File: config.mk
export PLATFORM = sky130hd
export DESIGN_NAME = im2col_streamer
export DESIGN_NICKNAME = d
export VERILOG_FILES = /design/src/rtl/im2col_streamer.sv
export SDC_FILE = /design/constraint.sdc
export NUM_CORES = 1
export LEC_CHECK = 0
export ABC_AREA = 1
export CAP_MARGIN = 20
export CORE_MARGIN = 2
export CORE_UTILIZATION = 40
export CTS_CLUSTER_DIAMETER = 40
export DETAILED_ROUTE_END_ITERATION = 10
export GPL_ROUTABILITY_DRIVEN = 0
export PLACE_DENSITY = 0.7
export SLEW_MARGIN = 20
export SYNTH_ARGS = -nofsm -noshare
export SYNTH_HDL_FRONTEND = slang
export SYNTH_SLANG_ARGS = --single-unit
File: constraint.sdc
create_clock -name clk -period 2.9 [get_ports clk]
set_input_delay 0.87 -clock clk [delete_from_list [all_inputs] [get_ports clk]]
set_output_delay 0.87 -clock clk [all_outputs]
set_load 0.02 [all_outputs]
File: src/rtl/im2col_streamer.sv
// Streams 3x3 im2col windows from a raster pixel stream using two line buffers.
// One output register stage; upstream stalls while a window is held.
module im2col_streamer #(
   parameter  int IMG_W  = 28,
   parameter  int IMG_H  = 28,
   parameter  int K      = 3,
   parameter  int DATA_W = 8,
   localparam int OUT_W  = IMG_W - K + 1,
   localparam int OUT_N  = OUT_W * (IMG_H - K + 1),
   localparam int IDX_W  = $clog2(OUT_N)
) (
   input  logic                  clk,
   input  logic                  reset,
   input  logic                  pix_valid,
   output logic                  pix_ready,
   input  logic [DATA_W-1:0]     pix_data,
   output logic                  col_valid,
   input  logic                  col_ready,
   output logic [9*DATA_W-1:0]   col_data,
   output logic [IDX_W-1:0]      col_idx,
   output logic                  col_last,
   output logic                  frame_done
);

   localparam int CW = $clog2(IMG_W);
   localparam int RW = $clog2(IMG_H);

   logic [CW-1:0]     c;
   logic [RW-1:0]     r;
   logic [IDX_W-1:0]  out_cnt;
   logic [DATA_W-1:0] lb0 [IMG_W];
   logic [DATA_W-1:0] lb1 [IMG_W];
   logic [DATA_W-1:0] win [3][3];

   logic accept;
   logic emit;
   logic xfer;
   logic c_end;
   logic r_end;
   logic cnt_end;

   assign pix_ready = !reset && (!col_valid || col_ready);
   assign accept    = pix_valid && pix_ready;
   assign xfer      = col_valid && col_ready;
   assign c_end     = (c == CW'(IMG_W - 1));
   assign r_end     = (r == RW'(IMG_H - 1));
   assign cnt_end   = (out_cnt == IDX_W'(OUT_N - 1));
   assign emit      = accept && (r >= RW'(K - 1)) && (c >= CW'(K - 1));

   // Line buffers carry no reset: stale rows are never emitted.
   always_ff @(posedge clk) begin
      if (accept) begin
         lb1[c] <= lb0[c];
         lb0[c] <= pix_data;
      end
   end

   always_ff @(posedge clk) begin
      if (reset) begin
         c          <= '0;
         r          <= '0;
         out_cnt    <= '0;
         win        <= '{default: '0};
         col_valid  <= 1'b0;
         col_idx    <= '0;
         col_last   <= 1'b0;
         frame_done <= 1'b0;
      end else begin
         frame_done <= xfer && col_last;
         if (xfer) begin
            col_valid <= 1'b0;
            col_last  <= 1'b0;
         end
         if (accept) begin
            for (int kr = 0; kr < 3; kr++) begin
               win[kr][0] <= win[kr][1];
               win[kr][1] <= win[kr][2];
            end
            win[0][2] <= lb1[c];
            win[1][2] <= lb0[c];
            win[2][2] <= pix_data;
            if (c_end) begin
               c <= '0;
               r <= r_end ? '0 : r + 1'b1;
            end else begin
               c <= c + 1'b1;
            end
         end
         // A new window may load in the same cycle the previous one leaves.
         if (emit) begin
            col_valid <= 1'b1;
            col_idx   <= out_cnt;
            col_last  <= cnt_end;
            out_cnt   <= cnt_end ? '0 : out_cnt + 1'b1;
         end
      end
   end

   always_comb begin
      col_data = '0;
      for (int kr = 0; kr < 3; kr++) begin
         for (int kc = 0; kc < 3; kc++) begin
            col_data[(kr*3+kc)*DATA_W +: DATA_W] = win[kr][kc];
         end
      end
   end

endmodule
### Yosys cells after proc, flatten, opt, wreduce, memory -nomap -nowiden

Memory sizes are Yosys's and may differ from the RTL's. A register that Yosys moved wholly into a read port is not among the register bits.
Cells that the tools add are included.

| word-level totals | value |
|---|---|
| flip-flop bits (word level) | 97 |
| output and inout port bits | 86 |
| word-level logic and storage cells | 46 |
| input port bits | 12 |
| RAM bits | 448 |
| memories | 2 |

Memories:

| memory | words | bits a word | rd ports | clocked after Yosys merged registers in | write ports | line | text |
|---|---|---|---|---|---|---|---|
| lb0 | 28 | 8 | 1 | 1 | 1 | 31 | `logic [DATA_W-1:0] lb0 [IMG_W];` |
| lb1 | 28 | 8 | 1 | 1 | 1 | 32 | `logic [DATA_W-1:0] lb1 [IMG_W];` |

| operators by class | value |
|---|---|
| magnitude comparators | 2 |
| multiplexer cells | 10 |
| eq/ne operators | 3 |
| $add $sub $neg | 3 |
| reduce and logical (&&, ||, !) cells | 11 |

Operators with widths:

| operator | count |
|---|---|
| $mux W5 | 4 |
| $add A10 B1 Y10 const B | 1 |
| $add A5 B1 Y5 const B | 2 |
| $eq A10 B10 Y1 const B | 1 |
| $eq A5 B5 Y1 const B | 2 |
| $ge A5 B2 Y1 const B | 2 |
| $mux W10 | 1 |
| $logic_and A1 B1 Y1 | 6 |
| $mux W1 | 5 |
| $logic_not A1 Y1 | 2 |
| $reduce_and A2 Y1 | 1 |
| $reduce_bool A2 Y1 | 1 |
| $logic_or A1 B1 Y1 | 1 |

### Longest topological paths before layout

| logic depth | value |
|---|---|
| depth after elaboration | 7 |
| gate-level depth with buffers | 13 |

### Least setup slack after synthesis

Ideal clock, no wire load.

| timing path | value |
|---|---|
| kind | input-to-reg |
| start point | input port reset |
| end point | memory lb0[23][0] (enable) |
| data required time | 2.491 ns |
| arrival time | 3.079 ns |
| setup slack | -0.588 ns |
| buffers on the path | 3 |
| cell stages on the path | 6 |
| cells stage by stage | buf_2 -> nor2_1 -> nand2_1 -> buf_2 -> buf_2 -> nor3_1 |

| between the ends | value |
|---|---|
| cells in the longest elaborated chain, start to end | 5 |

Ends and longest elaborated chain:

| what | line | text |
|---|---|---|
| start: declaration | 13 | `input logic reset,` |
| $logic_not A1 Y1 | 42 | `assign pix_ready = !reset && (!col_valid \|\| col_ready);` |
| $logic_and A1 B1 Y1 | 42 |  |
| net pix_ready | 15 | `output logic pix_ready,` |
| $logic_and A1 B1 Y1 | 43 | `assign accept = pix_valid && pix_ready;` |
| $mux W1 | 52 | `if (accept) begin` |
| $mux W1 (implied by the code) | 54 | `lb0[c] <= pix_data;` |
| end: declaration | 31 |  |

The timed path passes the listed nets, and every way through them passes these cells.

### Final worst setup path

| timing path | value |
|---|---|
| start point | input port col_ready |
| end point | output port pix_ready |

| between the ends | value |
|---|---|
| cells in the longest elaborated chain, start to end | 2 |

Ends and longest elaborated chain:

| what | line | text |
|---|---|---|
| start: declaration | 18 | `input logic col_ready,` |
| $logic_or A1 B1 Y1 | 42 |  |
| $logic_and A1 B1 Y1 | 42 |  |
| end: declaration | 15 |  |

Every way passes these cells.

==> out/qor.yml <==
status: "finished clean"
timing.rr.start: "c[3]"
final_cells: 3086
cts_tree: "done"
dp.cells: 2953
slew_headroom_pct: 42.8
layout_min_cycle_time_ps: 2750
arrival_ps: 1880
io_pins: 98
crit_top_cell: "nor2_1"
path_cells: "clkdlybuf4s50_1 > nor2_1 > nor2_1 > dlygate4sd2_1"
diodes: 0
dieArea_mm2: 0.0582
grt_max_degree: 124
die_x_um: 241
rrSetupSlack_ps: 410
synth_area_per_cell_um2: 10.5
ir_worst_vdd_mv: 0.380
dp_hpwl_mm: 34.1
start_util_pct: 40.7
numCtsBuffers: 72
final_common_cell: "nand2_1"
routed_via_density: 5.18
core_mm2: 0.0553
path_class: "input port to primary output"
hold_violations: 0
grt_pass1_vias: 15400
overflow: 0
holdBufCountCts: 0
vias: 16000
syn_inst: 2134
h-tree-depth: 3
hold_depth: 2
portBuffers: 97
drc: 0
synth-seq-area-share_pct: 69.6
hold_end: "col_data[5]"
cpPeakStageDelay_ps: 480
area_growth_syn_to_layout_pct: 21.4
end_kind: "primary output"
slew_violations: 0
cts_resized: 1
die_y_um: 241
syn-num-nets: 2153
ys_types: 33
p_leak_uw: 0.0103
cts_sinks: 558
post_cts_buffers: 0
ys_seq_elements: 558
cts.path.max_buffers: 3
hp-class: "flip-flop to flip-flop"
synth-warning-count: 0
min_period_over_period_pct: 94.8
rows: 86
cts_root_buf: "clkbuf_16"
most-common-layout-cells: "538 x nand2_1, 448 x edfxtp_1, 274 x nand3_1"
r2r-end: "lb0[7][4]"
drive_gt1_share_pct: 10.4
finalClockSkew_ps: 25.4
drt-wirelength-per-cell_um: 17.8
routed_wl_mm: 55.0
ant_nets: 0
synth_area_leaders: "edfxtp_1 60%, dfxtp_1 9.8%, nand2_1 9.0%, nand3_1 6.1%, nor2_1 3.6%"
hp-start: "col_data[5]"
grt_pass1_wl_mm: 85.0
rsz0062_at_grt: "false"
p_per_area_mw_per_mm2: 701
crit_required_ps: 2030
antenna_found_initial: 0
synth_area_mm2: 0.0225
tightestPinTransition_ps: 855
reg2regPathDepth: 7
yosys.area.top_type: "edfxtp_1"
drv_cap: 0
setup_violations: 0
clk_pin_slew_ps: 50
drt_iter0_drc: 1467
dr.pass1.iters: 8
clk_latency_ps: 610
final_util_pct: 49.4
crit_slowest_cell: "clkdlybuf4s50_1"
critical_path.startpoint_type: "input port"
grtUsageTotal_pct: 18.9
synth_top_area_share_pct: 59.8
fmax_ghz: 0.364
fin_nets: 2298
n_fill_cell: 4819
crit_fanout: 2
==> cells in the mapped netlist <==
cell type,number
a211oi_1,1
a21oi_1,45
a31oi_1,1
and2_1,3
and3_1,1
buf_1,15
buf_2,52
buf_4,2
clkbuf_1,50
clkinv_1,1
dfxtp_1,110
edfxtp_1,448
ha_1,7
inv_1,149
inv_2,7
inv_4,1
nand2_1,539
nand3_1,274
nand3_2,2
nand3b_1,2
nand4_1,10
nor2_1,217
nor2_4,2
nor3_1,15
nor3_4,1
nor3b_1,1
nor4_1,1
o211ai_1,17
o21a_1,1
o21ai_0,146
o21ai_1,4
or2_2,7
xor2_1,2
==> worst max-delay path by stage <==
stage | endpoint | cells after the start | from | slack (ps)
finish | pix_ready | 4 | col_ready | 150
global route | pix_ready | 4 | col_ready | 80
CTS | pix_ready | 4 | col_ready | 140
detailed placement | lb1[24][4] | 7 | reset | -240
global placement | lb1[24][2] | 7 | reset | -200
floorplan | lb0[23][0] | 6 | reset | -100
==> metrics by stage <==
stage                     hold slack (ps)  instance area, µm²  setup WS [ps]  total power [µW]  setup TNS [ps]
after CTS                             462               27300            142             19300               0
after global routing                  483               27300           79.7             19700               0
after global placement                447               24900           -196             10400          -40490
after detailed placement              454               24900           -243             10400          -62420
final                                 466               27300            152             19200               0
after floorplan                       457               22500          -97.1              9780           -3110
==> cells by family after synthesis <==
logic type	count (synthesis)	share of synthesized area (%)
AO/OA/AOI/OAI	215	5.00
adder cells (fa/ha/maj)	7	0.389
XOR/XNOR	2	0.0779
flip-flops	558	69.6
buffers and inverters	277	4.95
AND/OR/NAND/NOR	1075	20.0
==> registers in the layout, indices dropped and copies added, names as in the netlist, named ones only <==
register and count:
col_last 1, frame_done 1, col_data 72, col_idx 10, lb1 224, out_cnt 10
lb0 224, c 5, col_valid 1, r 5
==> where the power goes <==
group | internal, µW | switching (µW) | total, µW
sequential | 8820 | 68.2 | 8890
combinational | 426 | 962 | 1390
clock | 5350 | 3530 | 8880
total | 14600 | 4560 | 19200
==> routing by layer <==
metal  share of wire (%)  vias up  GRT usage, %
li1                    -     7545             -
met1                  42     7705          25.2
met2                  48      648          31.3
met3                 7.8       93          3.67
met4                 2.3        0          6.12
met5                   0        -             0
==> final cells by class <==
class,instances,area (µm²),share of cell area [%]
well taps,748,936,3.43
multi-input cells,1299,5750,21.0
flip-flops and latches,558,15700,57.3
inverters,158,596,2.18
clock inverters,52,557,2.04
clock buffers,81,1890,6.91
repair buffers,190,1930,7.07
==> critical path: cells and delay by family <==
kind	cells	cell delay [ps]
and+or+nand+nor	2	180
buffers and inverters	2	830
Power figures use the tool's default switching activity.
